===== config.mk =====
export PLATFORM = sky130hd
export DESIGN_NAME = fireball_projectile
export DESIGN_NICKNAME = d
export VERILOG_FILES = /design/src/rtl/fireball_projectile.sv
export SDC_FILE = /design/constraint.sdc
export NUM_CORES = 1
export LEC_CHECK = 0
export CAP_MARGIN = 20
export CORE_ASPECT_RATIO = 0.9
export CORE_UTILIZATION = 50
export CTS_CLUSTER_SIZE = 25
export DETAILED_ROUTE_END_ITERATION = 7
export PLACE_DENSITY = 0.86
export SYNTH_ARGS = -nofsm -noshare
export SYNTH_HDL_FRONTEND = slang
export SYNTH_SLANG_ARGS = --single-unit

===== constraint.sdc =====
create_clock -name Clk -period 4.9 [get_ports Clk]
set_clock_uncertainty 0.1 [all_clocks]
set_input_delay 0.49 -clock Clk [delete_from_list [all_inputs] [get_ports Clk]]
set_output_delay 0.49 -clock Clk [all_outputs]
set_load 0.03 [all_outputs]

===== src/rtl/fireball_projectile.sv =====
// Fireball projectile: launches beside a shooter, steps horizontally once per frame tick,
// ends at a screen edge or on a hit, then blocks relaunch for a cooldown counted in frame ticks.
module fireball_projectile #(
   parameter int SPEED           = 4,
   parameter int SPRITE_W        = 16,
   parameter int SPRITE_H        = 11,
   parameter int Y_OFFSET        = 20,
   parameter int SCREEN_W        = 640,
   parameter int COOLDOWN_FRAMES = 30
) (
   input  logic       Clk,
   input  logic       Reset,
   input  logic       frame_clk,
   input  logic       fire_req,
   input  logic       player_or_npc,
   input  logic [9:0] shooter_x,
   input  logic [9:0] shooter_y,
   input  logic [9:0] shooter_size_x,
   input  logic       hit,
   output logic [9:0] proj_x_curr,
   output logic [9:0] proj_y_curr,
   output logic       fire_active,
   output logic       hit_ack,
   output logic       ready
);
   localparam int CW = ($clog2(COOLDOWN_FRAMES + 1) > 5) ? $clog2(COOLDOWN_FRAMES + 1) : 5;

   typedef enum logic [1:0] {IDLE, FLY, COOLDOWN} state_t;

   state_t        state, state_nxt;
   logic [9:0]    x_q, x_nxt, y_q, y_nxt;
   logic          dir_q, dir_nxt;
   logic [CW-1:0] cnt_q, cnt_nxt;
   logic          hit_ack_q, hit_ack_nxt;
   logic          frame_prev;
   logic          frame_tick;
   logic [9:0]    launch_x;
   logic [10:0]   launch_sum;
   logic [10:0]   right_sum;
   logic          launch_ok;
   logic          at_edge;

   assign frame_tick = frame_clk & ~frame_prev;

   // Edge checks use 11-bit sums so a position near 1023 cannot wrap past the screen test.
   assign launch_x   = player_or_npc ? (shooter_x + shooter_size_x) : (shooter_x - 10'(SPRITE_W));
   assign launch_sum = {1'b0, launch_x} + 11'(SPRITE_W);
   assign launch_ok  = player_or_npc ? (launch_sum <= 11'(SCREEN_W)) : (shooter_x >= 10'(SPRITE_W));
   assign right_sum  = {1'b0, x_q} + 11'(SPEED + SPRITE_W);
   assign at_edge    = dir_q ? (right_sum > 11'(SCREEN_W)) : (x_q < 10'(SPEED));

   always_comb begin
      state_nxt   = state;
      x_nxt       = x_q;
      y_nxt       = y_q;
      dir_nxt     = dir_q;
      cnt_nxt     = cnt_q;
      hit_ack_nxt = 1'b0;
      case (state)
         IDLE: begin
            if (fire_req && launch_ok) begin
               state_nxt = FLY;
               x_nxt     = launch_x;
               y_nxt     = shooter_y + 10'(Y_OFFSET);
               dir_nxt   = player_or_npc;
            end
         end
         FLY: begin
            // A hit wins over an edge or a move in the same cycle.
            if (hit) begin
               hit_ack_nxt = 1'b1;
               state_nxt   = COOLDOWN;
               cnt_nxt     = CW'(COOLDOWN_FRAMES);
            end else if (frame_tick) begin
               if (at_edge) begin
                  state_nxt = COOLDOWN;
                  cnt_nxt   = CW'(COOLDOWN_FRAMES);
               end else begin
                  x_nxt = dir_q ? (x_q + 10'(SPEED)) : (x_q - 10'(SPEED));
               end
            end
         end
         COOLDOWN: begin
            if (cnt_q == '0) begin
               state_nxt = IDLE;
            end else if (frame_tick) begin
               cnt_nxt = cnt_q - CW'(1);
               if (cnt_q == CW'(1)) state_nxt = IDLE;
            end
         end
         default: state_nxt = IDLE;
      endcase
   end

   always_ff @(posedge Clk or posedge Reset) begin
      if (Reset) begin
         state      <= IDLE;
         x_q        <= '0;
         y_q        <= '0;
         dir_q      <= 1'b0;
         cnt_q      <= '0;
         hit_ack_q  <= 1'b0;
         frame_prev <= 1'b0;
      end else begin
         state      <= state_nxt;
         x_q        <= x_nxt;
         y_q        <= y_nxt;
         dir_q      <= dir_nxt;
         cnt_q      <= cnt_nxt;
         hit_ack_q  <= hit_ack_nxt;
         frame_prev <= frame_clk;
      end
   end

   assign proj_x_curr = x_q;
   assign proj_y_curr = y_q;
   assign fire_active = (state == FLY);
   assign ready       = (state == IDLE);
   assign hit_ack     = hit_ack_q;

endmodule


# ---- After elaboration in Yosys (flattened, before gate mapping)
# Cells that the tools add are included.
dict set report classes {
  add_sub_neg 8
  multipliers 0
  n_div 0
  n_lt_le_gt_ge 4
  eq_ne 13
  shifts 0
  n_mux 25
  bitwise_logic 2
  reduce_logical 9
}
# operator n
set op_table {}
lappend op_table {{$mux 10} 6}
lappend op_table {{$mux 5} 5}
lappend op_table {{$add 10x5->11 const B} 2}
lappend op_table {{$pmux 10 s2} 1}
lappend op_table {{$reduce_and 5->1} 3}
lappend op_table {{$mux 2} 7}
lappend op_table {{$gt 11x10->1 const B} 1}
lappend op_table {{$le 11x10->1 const B} 1}
lappend op_table {{$add 10x10->10} 1}
lappend op_table {{$add 10x3->10 const B} 1}
lappend op_table {{$add 10x5->10 const B} 1}
lappend op_table {{$ge 10x5->1 const B} 1}
lappend op_table {{$lt 10x3->1 const B} 1}
lappend op_table {{$pmux 5 s2} 1}
lappend op_table {{$sub 10x3->10 const B} 1}
lappend op_table {{$sub 10x5->10 const B} 1}
lappend op_table {{$ne 2x2->1 const B} 4}
lappend op_table {{$ne 3x2->1 const B} 2}
lappend op_table {{$ne 3x3->1 const B} 2}
lappend op_table {{$pmux 2 s3} 1}
lappend op_table {{$eq 5x1->1 const B} 1}
lappend op_table {{$logic_not 5->1} 1}
lappend op_table {{$sub 5x1->5 const B} 1}
lappend op_table {{$mux 1} 4}
lappend op_table {{9 further kinds} 11}
dict set report totals {
  ff_bits 30
  latchBits 0
  ramBits 0
  romBits 0
  output_inout_bits 23
  mem_count 0
}

# ---- Longest topological paths before layout
# Gate-level depths: netlist of the first run.
dict set report logic_depth {
  word_depth 8
  ltp_mapped 13
  mapped_depth_nobuf 11
}

# ---- Least setup slack after synthesis of the first run
# Ideal clock, no wire load.
dict set report synth_timing {
  path_type {input to register}
  startpoint {input port shooter_x[0]}
  endpoint {register x_q[6], in the netlist proj_x_curr[6]}
  arrival_time_ns 2.883
  required_ns 4.713
  path_slack_ns 1.830
  stages 12
  path_buffers 1
  path_cell_list {ha_1 > inv_1 > fa_1 > nor2b_4 > o31a_1 > or4b_1 > o211ai_1 > or4_4 > a31o_1 > buf_6 > a31o_1 > a211oi_2}
}
dict set report synth_via {
  elab_chain_cells 8
  elab_cells_between_ends 12
}
# item line_no
set synth_lines {}
lappend synth_lines {{start, declared} 16} ;# input logic [9:0] shooter_x,
lappend synth_lines {{$sub 10x5->10 / $add 10x10->10 (equally long branches)} 46} ;# assign launch_x = player_or_npc ? (shooter_x + shooter_size_x) : (shooter_x - 10'(SPRITE_W));
lappend synth_lines {{$mux 10} 46}
lappend synth_lines {{$add 10x5->11} 47} ;# assign launch_sum = {1'b0, launch_x} + 11'(SPRITE_W);
lappend synth_lines {{$le 11x10->1} 48} ;# assign launch_ok = player_or_npc ? (launch_sum <= 11'(SCREEN_W)) : (shooter_x >= 10'(SPRITE_W));
lappend synth_lines {{$mux 1} 48}
lappend synth_lines {{$logic_and 1x1->1} 61} ;# if (fire_req && launch_ok) begin
lappend synth_lines {{$ne 2x1->1 (no line)} --}
lappend synth_lines {{$reduce_and 5->1 (no line)} --}
lappend synth_lines {{end signal, assigned} 106} ;# x_q <= x_nxt;
lappend synth_lines {{end, declared} 31} ;# logic [9:0] x_q, x_nxt, y_q, y_nxt;
# Parallel ways exist; a longest one is shown, timed or not. The select of a mux whose other input is x is not followed.
# A chain may end at the register's enable or synchronous reset.

# ---- Final worst setup path of the first run
dict set report layout_timing {
  startpoint {input port shooter_x[0]}
  endpoint {register x_q[5], in the netlist proj_x_curr[5]}
}
# Same word-level chain as after synthesis.

==> results of run 1 <==
==> power groups by stage <==
| stage | Combinational [mW] | Clock [mW] | Sequential (mW) |
|---|---|---|---|
| after floorplan | 0.655 | 0 | 0.603 |
| after global routing | 1.22 | 0.260 | 0.521 |
| after detailed placement | 1.11 | 0 | 0.500 |
| after CTS | 1.13 | 0.252 | 0.498 |
| after global placement | 1.07 | 0 | 0.493 |
| final | 1.13 | 0.252 | 0.504 |
==> registers in the layout, indices dropped and copies added, names as in the netlist <==
signal and cells:
state 2, proj_x_curr 10, cnt_q 5, proj_y_curr 10, frame_prev 1, dir_q 1
hit_ack 1
==> through the flow <==
stage	hold WS [ns]	std cells	worst slack, ns	cell area (sq um)	utilization (%)
after floorplan	0.389	313	1.83	2670	-
after global placement	0.395	422	0.889	3270	65.5
after detailed placement	0.400	423	0.730	3290	66.1
after CTS	0.343	431	1.01	3400	68.3
after global routing	0.378	431	0.832	3400	68.3
final	0.338	431	0.993	3400	68.3
==> cells by family (layout without fill, tap and decap cells) <==
logic type,Yosys count,count (layout),synth area share (%)
and+or+nand+nor,109,109,20.9
AOI/OAI and AO/OA,83,83,22.6
DFF,30,30,28.1
adders and majority gates,22,22,10.6
muxes,16,16,6.52
xor gates and xnor gates,17,17,5.58
buffers and inverters,36,89,5.63
==> layout by cell type (no fill, tap or decap), types with 4 or more instances in the layout <==
cell	n
sky130_fd_sc_hd__a21o_1	5
sky130_fd_sc_hd__a21oi_1	21
sky130_fd_sc_hd__and3_1	6
sky130_fd_sc_hd__clkbuf_8	5
sky130_fd_sc_hd__clkdlybuf4s50_1	58
sky130_fd_sc_hd__dfrtp_1	30
sky130_fd_sc_hd__ha_1	21
sky130_fd_sc_hd__inv_1	21
sky130_fd_sc_hd__mux2_2	11
sky130_fd_sc_hd__mux2i_1	5
sky130_fd_sc_hd__nand2_1	21
sky130_fd_sc_hd__nand3_1	7
sky130_fd_sc_hd__nand4_1	4
sky130_fd_sc_hd__nor2_1	26
sky130_fd_sc_hd__nor2b_1	5
sky130_fd_sc_hd__nor3_1	16
sky130_fd_sc_hd__o21ai_0	11
sky130_fd_sc_hd__or3_1	6
sky130_fd_sc_hd__xnor2_1	8
sky130_fd_sc_hd__xor2_1	9
==> cells in the mapped netlist, drive strengths merged, types with 4 or more instances <==
cell / instances / area (sq um)
mux2: 11 / 124
a211oi: 4 / 35.0
and3: 6 / 37.5
clkbuf: 8 / 30.0
inv: 21 / 78.8
or3: 6 / 37.5
a21o: 5 / 37.5
nand3: 7 / 35.0
nor3: 16 / 80.1
mux2i: 5 / 50.1
nor2: 26 / 97.6
nand4: 4 / 25.0
o2111ai: 4 / 41.3
dfrtp: 30 / 751
nand2: 21 / 78.8
a21oi: 21 / 105
o21ai: 11 / 55.1
xnor2: 8 / 70.1
buf: 7 / 41.3
xor2: 9 / 78.8
nor2b: 6 / 45.0
and2: 4 / 25.0
ha: 21 / 263
==> per-layer routing <==
layer  up-vias  wire [um]
met5         -          0
met4         0        131
met3        16        390
met2        88       3520
met1      1258       2950
li1       1245          -
==> area by class of cell <==
type	count	area, sq um
clock buffer	5	68.8
clock inverter	3	40.0
fill	426	1580
inverter	21	78.8
multi-input combinational	247	1770
sequential	30	751
tap	65	81.3
timing repair buffer	60	616
==> worst max path at each step <==
stage                     end  slack, ns
3_3_place_gp   proj_y_curr[3]       0.89
5_1_grt        proj_x_curr[1]       0.83
6_report       proj_x_curr[5]       0.99
4_1_cts        proj_x_curr[5]       1.01
2_1_floorplan  proj_x_curr[6]       1.83
3_5_place_dp   proj_x_curr[5]       0.73
==> impl_metrics.toml, run 1 <==
[run_status]
status = "finished clean"

[logic_synthesis]
yosysUniqueCellTypes = 61
post_synthesis_sequential_area_ratio_pct = 28.1
ys_seq_elements = 30
synthArstFlopShare_pct = 100
postSynthNetCount = 371
syn_area_sq_um = 2670
synthesis.area_per_instance_sq_um = 8.53
synth-edff-count = 0
synth_top_flop_cell = "sky130_fd_sc_hd__dfrtp_1"
yosys_warnings = 0
synth_cells = 313

[worst_setup_path]
timing.reg2reg.worst_path_depth = 7
cp.required_ns = 4.99
crit_fanout = 21
critical_path.top_delay_family = "simple AND/OR/NAND/NOR gates"
regToRegEndpoint = "proj_x_curr[2]"
reg2reg_slack_ns = 1.76
worst-setup-path-type = "input port to flip-flop"
worst_path_max_delay_cell = "sky130_fd_sc_hd__or4_4"
timing.critical_path.buf_inv = 2
worst_path_largest_cell_delay_ns = 0.53
cp.depth = 12
worstSetupStartpoint = "shooter_x[0]"
endpoint_kind = "flip-flop"
r2r-start = "state[1]"
worst_ep_arrival_time_ns = 3.99
worstPathCellList = "clkdlybuf4s50_1 > ha_1 > inv_1 > fa_1 > nor2b_4 > o31a_1 > or4b_1 > o211ai_1 > or4_4 > a31o_1 > and2_1 > a211oi_1"
critPathLaunchType = "input port"

[cts]
cts_repair_resize_count = 0
cts_tree = "done"
numCtsBuffers = 5
cts.sink_count = 30
cts_setup_buffers = 0
clk_pin_slew_ns = 0.07
clk_latency_worst_skew_pair_ns = 0.29
ctsLongestPathBuffers = 2
clockRootBuffer = "sky130_fd_sc_hd__clkbuf_8"
post_cts_hold_buffer_count = 0
cts_htree_levels = 2

[route]
drt-pass1-iter-count = 4
wl_um = 7000
routed_wire_length_per_instance_um = 16.2
drc_errors = 0
post_drt_via_cell_ratio = 6.05
drt_iter0_markers = 258
detailroute.via_count = 2607
count_of_nets_left_with_antenna_violations_after_detail_routing = 0

[grt]
groute.usage.overall_pct = 26.3
grt_antenna_before_repair = 0
grtUsageMet1_pct = 33.2
grt_start_max_net_pins = 26
grt_pass1_vias = 2572
grt_util_met2_pct = 45.0
most_used_routing_layer_in_global_routing = "met2"
first_pass_grt_wire_length_um = 11800
globalRouteMet3Util_pct = 5.22
grt_overflow = 0

[timing]
drv_slew = 0
worst_slew_margin_rel_pct = 42.7
final_min_period_over_clock_period_pct = 79.7
period_minus_slack_ns = 3.91
fin_setup_tns_ns = 0
finalHoldViolations = 0
slew_at_the_pin_closest_to_its_max_slew_limit_ns = 0.859
unrepaired_setup_endpoints_after_global_routing = "false"
setup_viol = 0
achievable-frequency_ghz = 0.256

[placed_design]
numPortBuffers = 58
place.gp.congestion = 0.892
place.detailed.hpwl_um = 5280

[power]
sequentialPowerShare_pct = 26.7
comb_power_share_pct = 59.9
power-per-cell-area_nw_per_um2 = 554
power.internal_mw = 1.00
switching_pwr_uw = 884
power.switching_fraction_pct = 46.9
ir_worst_vdd_uv = 358
power.share.clock_pct = 13.4
total_leakage_power_nw = 1.42
design_power_total_mw = 1.89

[floorplanning]
design.die.area_sq_um = 5630
num_rows = 24
start_util_pct = 53.5
die-width_um = 79.0
floorplan.die.height_um = 71.3
core_box_area_sq_um = 4980
design.portCount = 59

[final_layout]
antenna_cells_inserted = 0
area_delta_synth_final_pct = 27.5
num-nets-final = 423
drive_above_1_share_pct = 9.02

[min_path]
min_path_type = "input port to async pin"

[flow_run]
drv.max_cap_violation_count = 0
No activity file was read; power rests on OpenSTA's default activity.
==> run 2, diff against run 1 <==
==> constraint.sdc (replaced) <==
create_clock -name Clk -period 3.7 [get_ports Clk]
set_clock_uncertainty 0.1 [all_clocks]
set_input_delay 0.37 -clock Clk [delete_from_list [all_inputs] [get_ports Clk]]
set_output_delay 0.37 -clock Clk [all_outputs]
set_load 0.03 [all_outputs]
==> impl_metrics.toml, run 2 (synthesized netlist as in run 1, its figures left out) <==
[floorplanning]
num_rows = 24
floorplan.die.height_um = 71.3
design.die.area_sq_um = 5630
die-width_um = 79.0
design.portCount = 59
start_util_pct = 53.5
core_box_area_sq_um = 4980

[worst_setup_path]
worst_path_largest_cell_delay_ns = 0.52
endpoint_kind = "flip-flop"
worstPathCellList = "clkdlybuf4s50_1 > ha_1 > inv_1 > fa_1 > xnor2_1 > mux2_2 > a2111oi_0 > or4_4 > a31o_2 > nand2b_1 > a22o_1"
critical_path.top_delay_family = "compound AO/OA/AOI/OAI gates"
critPathLaunchType = "input port"
timing.critical_path.buf_inv = 2
crit_fanout = 13
worst-setup-path-type = "input port to flip-flop"
cp.required_ns = 3.78
worst_path_max_delay_cell = "sky130_fd_sc_hd__a2111oi_0"
worst_ep_arrival_time_ns = 3.46

[placed_design]
place.detailed.hpwl_um = 5150
numPortBuffers = 58
dpl.cell_count = 432
detailed_place.area_sq_um = 3360
place.gp.congestion = 0.844

[timing]
holdWs_ns = 0.226
setup_viol = 0
drv_slew = 0
unrepaired_setup_endpoints_after_global_routing = "false"
achievable-frequency_ghz = 0.295
period_minus_slack_ns = 3.39
worst_slew_margin_rel_pct = 55.9
slew_at_the_pin_closest_to_its_max_slew_limit_ns = 0.655
final_min_period_over_clock_period_pct = 91.5
finalHoldViolations = 0
fin_setup_tns_ns = 0

[route]
routed_wire_length_per_instance_um = 15.5
drt_iter0_markers = 254
post_drt_via_cell_ratio = 5.93
drc_errors = 0
wl_um = 6800
count_of_nets_left_with_antenna_violations_after_detail_routing = 0
drt-pass1-iter-count = 4
detailroute.via_count = 2611

[cts]
ctsLongestPathBuffers = 2
clk_latency_worst_skew_pair_ns = 0.29
clockRootBuffer = "sky130_fd_sc_hd__clkbuf_8"
cts_tree = "done"
numCtsBuffers = 5
cts_htree_levels = 2
clk_pin_slew_ns = 0.07
cts_setup_buffers = 0
cts.sink_count = 30

[grt]
grt_antenna_before_repair = 0
grt_overflow = 0
grt_start_max_net_pins = 26
grt_pass1_vias = 2503
first_pass_grt_wire_length_um = 11300
groute.usage.overall_pct = 25.7

[final_layout]
antenna_cells_inserted = 0
drive_above_1_share_pct = 11.2
postLayoutCoreUtil_pct = 69.3
design_area_sq_um = 3450
num-nets-final = 432
stdcell_count = 440
most_common_cell_after_layout_fill_and_taps_aside = "sky130_fd_sc_hd__clkdlybuf4s50_1"
layout_common_cells = "58 x sky130_fd_sc_hd__clkdlybuf4s50_1, 30 x sky130_fd_sc_hd__dfrtp_1, 26 x sky130_fd_sc_hd__nor2_1"
area_delta_synth_final_pct = 29.4

[power]
power-per-cell-area_nw_per_um2 = 714
total_leakage_power_nw = 1.46
ir_worst_vdd_uv = 481

[min_path]
min_path_type = "input port to async pin"

[run_status]
status = "finished clean"

[flow_run]
drv.max_cap_violation_count = 0
[run 2: layer usage]
layer | global-route usage [%] | wire, um | vias up
met5 | 0 | 0 | -
met4 | 10.7 | 133 | 0
met3 | 5.99 | 352 | 14
met2 | 40.1 | 3240 | 80
met1 | 34.2 | 3080 | 1255
li1 | - | - | 1262
[run 2: layout make-up]
type	count	area (sq um)
clock inverters	1	5.00
repair buffers	69	683
well taps	65	81.3
multi-input cells	247	1770
inverters	21	78.8
clock buffers	7	86.3
fillers	410	1530
flip-flops and latches	30	751
[run 2: power breakdown]
part | leakage, nW | internal (mW) | switching (mW) | total, mW
Combinational | 1.06 | 0.681 | 0.840 | 1.52
Clock | 0.0482 | 0.150 | 0.132 | 0.282
Sequential | 0.342 | 0.475 | 0.188 | 0.663
[run 2: what timing repair did]
item,in CTS,in global routing
setup endpoints to repair,0,1
hold buffers,0,0
gates resized for setup,0,1
[run 2: per-stage QoR]
stage	power, mW	setup WS [ns]
6_report	2.47	0.314
5_1_grt	2.63	0.180
4_1_cts	2.45	0.171
3_5_place_dp	2.16	-0.129
3_3_place_gp	2.10	0.0484
2_1_floorplan	1.67	0.750
[run 2: final timing paths]
path	end	cells past startpoint	slack, ns	from
min in group Clk	proj_y_curr[0]	1	0.41	proj_y_curr[0]
min	cnt_q[4]	2	0.23	Reset
min reg2reg	proj_y_curr[0]	1	0.41	proj_y_curr[0]
max reg2reg	cnt_q[2]	9	0.72	proj_x_curr[2]
max in group asynchronous	proj_y_curr[6]	3	2.85	Reset
max	proj_x_curr[1]	11	0.31	shooter_x[0]
[run 2: worst reg2reg max path: cells and delay by family (launching register included)]
family / cells / cell delay, ns
and+or+nand+nor: 6 / 1.82
AOI/OAI and AO/OA: 1 / 0.17
buffers and inverters: 1 / 0.12
DFF: 1 / 0.48
adders and majority gates: 1 / 0.18
